**src/rtl/conv33_window_sender.sv**
```systemverilog
// Walks every valid 3x3 window of an IMG_H x IMG_W map, fetches nine taps from a
// synchronous-read buffer, packs them, and offers each window over valid/ready.
module conv33_window_sender #(
    parameter int DATA_W = 8,
    parameter int IMG_W  = 8,
    parameter int IMG_H  = 8,
    parameter int ADDR_W = 6
) (
    input  logic                  clk,
    input  logic                  rst,
    input  logic                  start,
    output logic                  done,
    output logic                  busy,
    output logic                  rd_en,
    output logic [ADDR_W-1:0]     rd_addr,
    input  logic [DATA_W-1:0]     rd_data,
    output logic [9*DATA_W-1:0]   win_data,
    output logic                  valid_out,
    input  logic                  ready_in
);

    typedef enum logic [1:0] {IDLE, FETCH, DRAIN, SEND} state_t;

    localparam logic [ADDR_W-1:0] LAST_ROW = ADDR_W'(IMG_H - 3);
    localparam logic [ADDR_W-1:0] LAST_COL = ADDR_W'(IMG_W - 3);
    localparam logic [ADDR_W-1:0] W_A      = ADDR_W'(IMG_W);
    localparam logic [3:0]        LAST_TAP = 4'd8;

    state_t              state, state_nxt;
    logic [ADDR_W-1:0]   row, col, ky, kx;
    logic [3:0]          tap;
    logic [DATA_W-1:0]   slot [9];
    logic                last_win;
    logic                handshake;

    assign last_win  = (row == LAST_ROW) && (col == LAST_COL);
    assign handshake = (state == SEND) && ready_in;
    assign busy      = (state != IDLE);
    assign valid_out = (state == SEND);
    assign rd_en     = (state == FETCH);
    assign rd_addr   = rd_en ? (row + ky) * W_A + col + kx : '0;

    // NOTE: state and datapath registers use non-blocking assignments only.
    always_ff @(posedge clk or posedge rst) begin
        if (rst) state <= IDLE;
        else     state <= state_nxt;
    end

    // NOTE: next-state gets a default first so no path can infer a latch.
    always_comb begin
        state_nxt = state;
        case (state)
            IDLE:    if (start) state_nxt = FETCH;
            FETCH:   if (tap == LAST_TAP) state_nxt = DRAIN;
            DRAIN:   state_nxt = SEND;
            SEND:    if (ready_in) state_nxt = last_win ? IDLE : FETCH;
            default: state_nxt = IDLE;
        endcase
    end

    always_ff @(posedge clk or posedge rst) begin
        if (rst) begin
            row <= '0;
            col <= '0;
            ky  <= '0;
            kx  <= '0;
            tap <= '0;
        end else begin
            case (state)
                IDLE: if (start) begin
                    row <= '0;
                    col <= '0;
                    ky  <= '0;
                    kx  <= '0;
                    tap <= '0;
                end
                FETCH: begin
                    if (tap == LAST_TAP) begin
                        tap <= '0;
                        kx  <= '0;
                        ky  <= '0;
                    end else begin
                        tap <= tap + 4'd1;
                        if (kx == ADDR_W'(2)) begin
                            kx <= '0;
                            ky <= ky + ADDR_W'(1);
                        end else begin
                            kx <= kx + ADDR_W'(1);
                        end
                    end
                end
                SEND: if (ready_in && !last_win) begin
                    if (col == LAST_COL) begin
                        col <= '0;
                        row <= row + ADDR_W'(1);
                    end else begin
                        col <= col + ADDR_W'(1);
                    end
                end
                default: ;
            endcase
        end
    end

    // NOTE: the tap slots are reset because win_data must read zero out of reset.
    always_ff @(posedge clk or posedge rst) begin
        if (rst) begin
            for (int k = 0; k < 9; k++) slot[k] <= '0;
        end else if (state == FETCH && tap != 4'd0) begin
            slot[tap - 4'd1] <= rd_data;
        end else if (state == DRAIN) begin
            slot[8] <= rd_data;
        end
    end

    always_ff @(posedge clk or posedge rst) begin
        if (rst) done <= 1'b0;
        else     done <= handshake && last_win;
    end

    always_comb begin
        win_data = '0;
        for (int k = 0; k < 9; k++) win_data[k*DATA_W +: DATA_W] = slot[k];
    end

endmodule

```
**config.mk**
```make
export PLATFORM = sky130hd
export DESIGN_NAME = conv33_window_sender
export DESIGN_NICKNAME = d
export VERILOG_FILES = /design/src/rtl/conv33_window_sender.sv
export SDC_FILE = /design/constraint.sdc
export NUM_CORES = 1
export LEC_CHECK = 0
export CORE_MARGIN = 1.5
export CORE_UTILIZATION = 56
export DETAILED_ROUTE_END_ITERATION = 12
export PLACE_DENSITY = 0.82
export SLEW_MARGIN = 10
export SYNTH_ARGS = -nofsm -noshare
export SYNTH_HDL_FRONTEND = slang
export SYNTH_SLANG_ARGS = --single-unit
```
**constraint.sdc**
```tcl
create_clock -name clk -period 6.6 [get_ports clk]
set_input_delay 1.32 -clock clk [delete_from_list [all_inputs] [get_ports clk]]
set_output_delay 1.32 -clock clk [all_outputs]
set_load 0.005 [all_outputs]
```
==> flow_metrics.env <==
export IMPL_timing_critical_path_fanout_max=6
export IMPL_max_freq_mhz=217
export IMPL_report_final_hold_viol_count=0
export IMPL_count_of_flip_flops_with_a_built_in_enable_after_synthesis=0
export IMPL_io_buffers=93
export IMPL_use_met2=0.388
export IMPL_cellPowerDensity_nw_per_um2=422
export IMPL_critPathCaptureType="output pin"
export IMPL_filler_cell_count=583
export IMPL_max_cap_violations=0
export IMPL_design_portCount=94
export IMPL_fp_dieArea_um2=9260
export IMPL_via_per_inst=5.64
export IMPL_leakagePower_nw=2.71
export IMPL_max_vdd_ir_drop_uv=255
export IMPL_die_height_um=96.3
export IMPL_path_class="flop to output pin"
export IMPL_ctsLongestPathBuffers=2
export IMPL_cts_sink_count=100
export IMPL_gr_max_usage_layer="met2"
export IMPL_gp_congestion=0.777
export IMPL_final_min_period_over_clock_period=0.699
export IMPL_clkTransAtPathRegs_ns=0.10
export IMPL_global_route_usage_met1=0.327
export IMPL_post_synth_inst_count=400
export IMPL_cts_repair_timing_setup_buffer_count=0
export IMPL_worst_path_max_delay_cell="sky130_fd_sc_hd__clkdlybuf4s50_1"
export IMPL_detailedRoute_firstPassIterationCount=4
export IMPL_syn_mean_instance_area_um2=12.2
export IMPL_routed_via_count=3401
export IMPL_grt_max_degree=58
export IMPL_finalMaxSlewViolations=0
export IMPL_most_used_dff_post_synth="sky130_fd_sc_hd__dfrtp_1"
export IMPL_syn_nets=441
export IMPL_wire_per_inst_um=17.4
export IMPL_cp_data_arrival_time_ns=3.29
export IMPL_worstMarginPinSlew_ns=0.690
export IMPL_ys_async_sr_fraction=1.00
export IMPL_synthesis_area_um2=4870
export IMPL_postLayoutCoreUtil=0.732
export IMPL_drt_wl_total_um=10500
export IMPL_cts_buffers=9
export IMPL_clock_root_buffer="sky130_fd_sc_hd__clkbuf_8"
export IMPL_drive_gt1_frac=0.197
export IMPL_via_count_of_the_first_global_routing_pass=3313
export IMPL_drc=0
export IMPL_h_tree_depth=3
export IMPL_type_of_the_worst_min_delay_path="flop to flop"
export IMPL_timing_max_slew_rel_slack=0.540
export IMPL_global_route_overflow_total=0
export IMPL_post_synth_top_area_fraction=0.514
export IMPL_sum_of_net_half_perimeters_after_detailed_placement_um=7640
export IMPL_insertion_delay_ns=0.37
export IMPL_yosysTopAreaCell="sky130_fd_sc_hd__dfrtp_1"
export IMPL_die_width_um=96.3
export IMPL_critical_path_n_buffers_inverters=3
export IMPL_antenna_cells=0
export IMPL_yosysMostFrequentCell="sky130_fd_sc_hd__dfrtp_1"
export IMPL_nets=534
export IMPL_rows=33
export IMPL_setup_tns_ns=0
export IMPL_ys_ff_latch=100
export IMPL_flow_area_growth_from_synthesis_pct=24.7
export IMPL_cts_tree="done"
export IMPL_timing_final_crit_period_ns=4.61
export IMPL_seq_area_frac_synth=0.514
export IMPL_status="complete, no violations"
export IMPL_cts_repair_resized=0
export IMPL_antenna_found_initial=0
export IMPL_synth_warnings=0
export IMPL_cp_start_kind="flop"
export IMPL_worstPathCellList="ha_1, inv_1, fa_1, fa_1, inv_1, ha_1, a21oi_1, xnor2_1, and2_1, clkdlybuf4s50_1"
export IMPL_grt_util_met3=0.0513
export IMPL_drt_first_iter_violations=165
export IMPL_timing_critical_path_required_ns=5.28
export IMPL_cts_hold_buf=0
export IMPL_kind_of_cell_adding_the_most_delay_to_the_critical_path="adder cells"
export IMPL_netlist_top_cells_area="sky130_fd_sc_hd__dfrtp_1 (51%), sky130_fd_sc_hd__mux2_2 (17%), sky130_fd_sc_hd__ha_1 (6.4%), sky130_fd_sc_hd__o21ai_0 (2.2%), sky130_fd_sc_hd__inv_1 (1.8%)"
export IMPL_rsz0062_at_grt="no"
export IMPL_antenna_left=0
export IMPL_timing_critical_path_slowest_cell_delay_ns=0.50
export IMPL_synth_top_cells_by_count="sky130_fd_sc_hd__dfrtp_1 (100), sky130_fd_sc_hd__mux2_2 (74), sky130_fd_sc_hd__ha_1 (25)"
export IMPL_setup_viol=0
export IMPL_worst_clock_skew_ns=0.0123
export IMPL_initial_core_utilization=0.587
export IMPL_design_core_area_um2=8300
export IMPL_post_synth_num_cell_types=47
export IMPL_globalRouteTotalUtil=0.242
export IMPL_grt_first_pass_wirelength_um=16700
export IMPL_totalPowerFinal_mw=2.56
cells by family (layout without fill, tap and decap cells):
group / after synthesis / after routing / synth area share
adder cells (fa/ha/maj): 29 / 29 / 0.0807
AO/OA/AOI/OAI: 49 / 49 / 0.0647
multiplexers: 76 / 76 / 0.175
flip-flops: 100 / 100 / 0.514
AND/OR/NAND/NOR: 99 / 99 / 0.116
XOR/XNOR: 11 / 11 / 0.0198
buffers and inverters: 36 / 134 / 0.0298
sequential cells by signal, summed over array words and instances, names as in the netlist:
register  cells
col           6
done          1
kx            6
ky            3
row           6
state         2
tap           4
win_data     72
per-layer routing:
metal | vias to the layer above | wire (µm)
met5 | - | 0
met3 | 11 | 465
met1 | 1724 | 4650
met4 | 0 | 146
li1 | 1596 | -
met2 | 70 | 5230
final cells by class:
class                      count  area, µm²  area share
timing repair buffer          94        938       0.155
multi-input combinational    264       2220       0.366
sequential                   100       2500       0.412
clock buffer                  10        128      0.0210
clock inverter                 6       58.8     0.00968
tap                          105        131      0.0216
inverter                      24       92.6      0.0152
path summary, 6_finish.rpt:
| check | from | endpoint | slack (ns) | cells past startpoint |
|---|---|---|---|---|
| setup / recovery | row[0] | rd_addr[5] | 1.99 | 10 |
| hold / removal | win_data[4] | win_data[4] | 0.51 | 1 |
| setup reg to reg | state[1] | win_data[68] | 4.06 | 6 |
| hold reg to reg | win_data[4] | win_data[4] | 0.51 | 1 |
| max in group asynchronous | rst | win_data[33] | 4.14 | 3 |
| min in group asynchronous | rst | kx[4] | 1.35 | 2 |
cells in the final DEF (no fill, tap or decap), drive strengths merged, types with 3 or more instances in the layout:
master,synthesis,routed
fa,4,4
or3,6,6
a31oi,3,3
xnor2,8,8
inv,24,26
nor2b,3,3
a21oi,10,10
nand2b,7,7
nand3b,3,3
nor3b,4,4
ha,25,25
mux2,74,74
clkinv,0,3
clkdlybuf4s50,0,93
and2,10,10
o21ai,21,21
nand3,7,7
nand2,25,25
and3,9,9
dfrtp,100,100
clkbuf,4,10
xor2,3,3
nand4,7,7
nor2,10,10
per-stage QoR:
stage | std cells | worst slack (ns) | instance area, µm² | hold WS (ns)
after global routing | 603 | 1.78 | 6070 | 0.526
after detailed placement | 587 | 2.39 | 5890 | 0.493
after floorplan | 400 | 2.66 | 4870 | 0.477
after global placement | 587 | 2.43 | 5890 | 0.488
after CTS | 603 | 1.97 | 6070 | 0.514
final | 603 | 1.99 | 6070 | 0.511
report_power, final:
part	total [mW]	internal [mW]	switching [mW]
clock	0.370	0.145	0.226
sequential	0.994	0.843	0.151
combinational	1.20	0.698	0.503
total	2.56	1.69	0.880
Note: power is estimated with default switching activity, not from simulation.
==> edit 1, RTL diff (config.mk and constraints unchanged) <==
The parameter `DATA_W` goes from 8 to 12.
--- a/src/rtl/conv33_window_sender.sv
+++ b/src/rtl/conv33_window_sender.sv
@@ -1,7 +1,7 @@
 // Walks every valid 3x3 window of an IMG_H x IMG_W map, fetches nine taps from a
 // synchronous-read buffer, packs them, and offers each window over valid/ready.
 module conv33_window_sender #(
-    parameter int DATA_W = 8,
+    parameter int DATA_W = 12,
     parameter int IMG_W  = 8,
     parameter int IMG_H  = 8,
     parameter int ADDR_W = 6
Ports: changed (resized rd_data and win_data); port bits go from 94 to 134. The function was not compared with the original's and may differ.
==> edit 1 against the original RTL <==
- routed wire length up 45%
- design area grew 36%
- sequential share of layout area about the same
- sequential power up 48%
- synthesized area increased by 29%
- worst setup slack got worse by 0.076 ns
- power up 61%
- sequential cell count is 36 higher
==> edit 1: results (changes against the original RTL) <==
reg2reg setup slack 3.72 ns (-0.34 ns); register area 3400 um2 (+36%); fraction of area in multi-input gates 32.6% (-4.0 points); routed wire length 15,200 um (+45%); clk slew on worst S/H paths 0.06 ns (-0.04 ns); RR Endpoint win_data[106]; CTS Buf Count 17 (+8); Synthesized Nets 516 (+17%); nonclk buf count 136 (+45%); pre-CTS setup slack 2.47 ns (+0.0763 ns); clk sink count 136 (+36%); FILL cells 716 (+23%); share of cells above drive strength 1 24.5% (+4.8 points); Hold Slack 0.504 ns (-0.00738 ns); Clock Latency Late Sink 0.53 ns (+0.16 ns); inverters 21 (-13%); critical path arrival 3.37 ns (+0.08 ns); Net Switching 1.27 mW (+45%); initial antenna violation count 1 (+1); clock skew 0.00847 ns (-0.00379 ns); Pleak 3.54 nW (+30%); NumNets Final 653 (+22%); clk cell area share 6.70% (+3.6 points); number of cells after detailed placement 729 (+24%); 1st-iter DRT viols 234 (+42%); status finished, final reports clean
-- edit 1: power groups by stage --
stage	clock (mW)	combinational (mW)	sequential [mW]
2_1_floorplan	0	0.832	1.44
3_3_place_gp	0	1.71	1.44
3_5_place_dp	0	1.76	1.47
4_1_cts	0.902	1.79	1.46
5_1_grt	0.939	1.92	1.51
6_report	0.889	1.78	1.47
-- edit 1: routing by layer --
| layer | wire (um) | GRT usage, % | vias up |
|---|---|---|---|
| met2 | 7890 | 46.3 | 150 |
| met1 | 6130 | 32.2 | 2207 |
| met5 | 0 | 0 | - |
| met4 | 141 | 10.6 | 0 |
| met3 | 1020 | 8.37 | 10 |
| li1 | - | - | 1957 |
-- edit 1: cell families after synthesis --
kind of cell | synth area share (%)
adder cells (fa/ha/maj) | 6.25
AO/OA/AOI/OAI | 4.99
multiplexers | 20.8
flip-flops | 54.1
XOR/XNOR | 1.75
AND/OR/NAND/NOR | 8.97
buffers and inverters | 3.18
==> edit 2, RTL diff (same settings) <==
Without the edit above. The 4 states of `state_t` get a one-hot encoding in 4 bits.
--- a/src/rtl/conv33_window_sender.sv
+++ b/src/rtl/conv33_window_sender.sv
@@ -19,7 +19,7 @@
     input  logic                  ready_in
 );
 
-    typedef enum logic [1:0] {IDLE, FETCH, DRAIN, SEND} state_t;
+    typedef enum logic [3:0] {IDLE = 4'b0001, FETCH = 4'b0010, DRAIN = 4'b0100, SEND = 4'b1000} state_t;
 
     localparam logic [ADDR_W-1:0] LAST_ROW = ADDR_W'(IMG_H - 3);
     localparam logic [ADDR_W-1:0] LAST_COL = ADDR_W'(IMG_W - 3);
Function: same outputs for any inputs over 10 cycles, from zero or initial values and one cycle with rst high; not proved beyond that.
==> edit 2 against the original RTL <==
- design area up 1.2%
- synthesized area increased by 0.92%
- non-clock buffer count stayed put
- worst setup slack gained 0.047 ns
- sequential cell count increased by 2
- routed wire length is 0.13% lower
- register-to-register slack better by 0.05 ns
- critical endpoint unchanged
Power is not compared: it rests on default switching activity, and its combinational part moved more than twofold at a synthesized area within 25%.
==> edit 2: results (changes against the original RTL) <==
status finished, final reports clean; post_cts resized 0 (unchanged); Hold Crit Start win_data[6]; sequential share of the synthesized area 52.0% (+0.57 points); final non-filler cell total 592 (-1.8%); Post-synth top cells dfrtp_1, mux2_2, o21ai_0; dpl hpwl 7610 um (-0.38%); vias in the first global route 3,511 (+6.0%); reg2reg setup slack 4.11 ns (+0.05 ns); largest net degree at the start of global routing 83 (+43%); post-synthesis mux area share 17.4% (-0.14 points); clock skew 0.00897 ns (-0.00330 ns); Synth cell types 49 (+4.3%); met3 routed WL 881 um (+89%); met2 Usage GRT 39.5% (+0.75 points); share of cells above drive strength 1 23.6% (+3.9 points); XOR/XNOR Fraction of Synth Area 1.96% (-0.018 points); top cells by area, synth dfrtp_1, mux2_2, ha_1; Hold EP win_data[6]; routed wire length 10,500 um (-0.13%); met3 Use GR 9.83% (+4.7 points); 1st-iter DRT viols 91 (-45%); Metal-1 WL 4140 um (-11%); Crit-path slowest cell fa_1; Compound-Gate Fraction of Synth Area 6.95% (+0.48 points); slew margin rel. 31.9% (-22 points); Mean Syn Cell Area 12.8 um2 (+5.4%); gpl congestion 0.841 (+8.2%); Synthesized Nets 419 (-5.0%); RR Endpoint win_data[32]; first-pass GRT wire length 17,700 um (+6.5%); wire length on met2 5300 um (+1.3%); via count 3,331 (-2.1%); Synth Area in Adders 6.72% (-1.3 points); RR Startpoint tap[0]; critical path arrival 3.24 ns (-0.05 ns); NumNets Final 518 (-3.0%)
edit 2: layout make-up:
type,instances,area (um2)
clock buffers,9,124
repair buffers,94,938
well taps,105,131
clock inverters,7,75.1
fillers,549,2190
flip-flops and latches,102,2550
multi-input cells,256,2250
inverters,19,78.8
edit 2: stage by stage:
step | cell area (um2) | hold slack, ns | setup slack [ns] | utilization, %
3_5_place_dp | 5950 | 0.496 | 2.44 | 71.3
3_3_place_gp | 5950 | 0.489 | 2.54 | 71.3
4_1_cts | 6150 | 0.519 | 2.02 | 73.7
5_1_grt | 6150 | 0.526 | 1.90 | 73.7
6_report | 6150 | 0.515 | 2.04 | 73.7
2_1_floorplan | 4910 | 0.475 | 2.61 | -
edit 2: report_power, final:
part,switching (mW),internal [mW]
Sequential,0.0792,0.732
Combinational,0.238,0.304
Clock,0.244,0.151
edit 2: cells by family after synthesis:
group,count (synthesis)
buf+inv,25
fa+ha+maj,24
xor+xnor,11
simple gates,96
flops,102
mux,76
compound gates,49
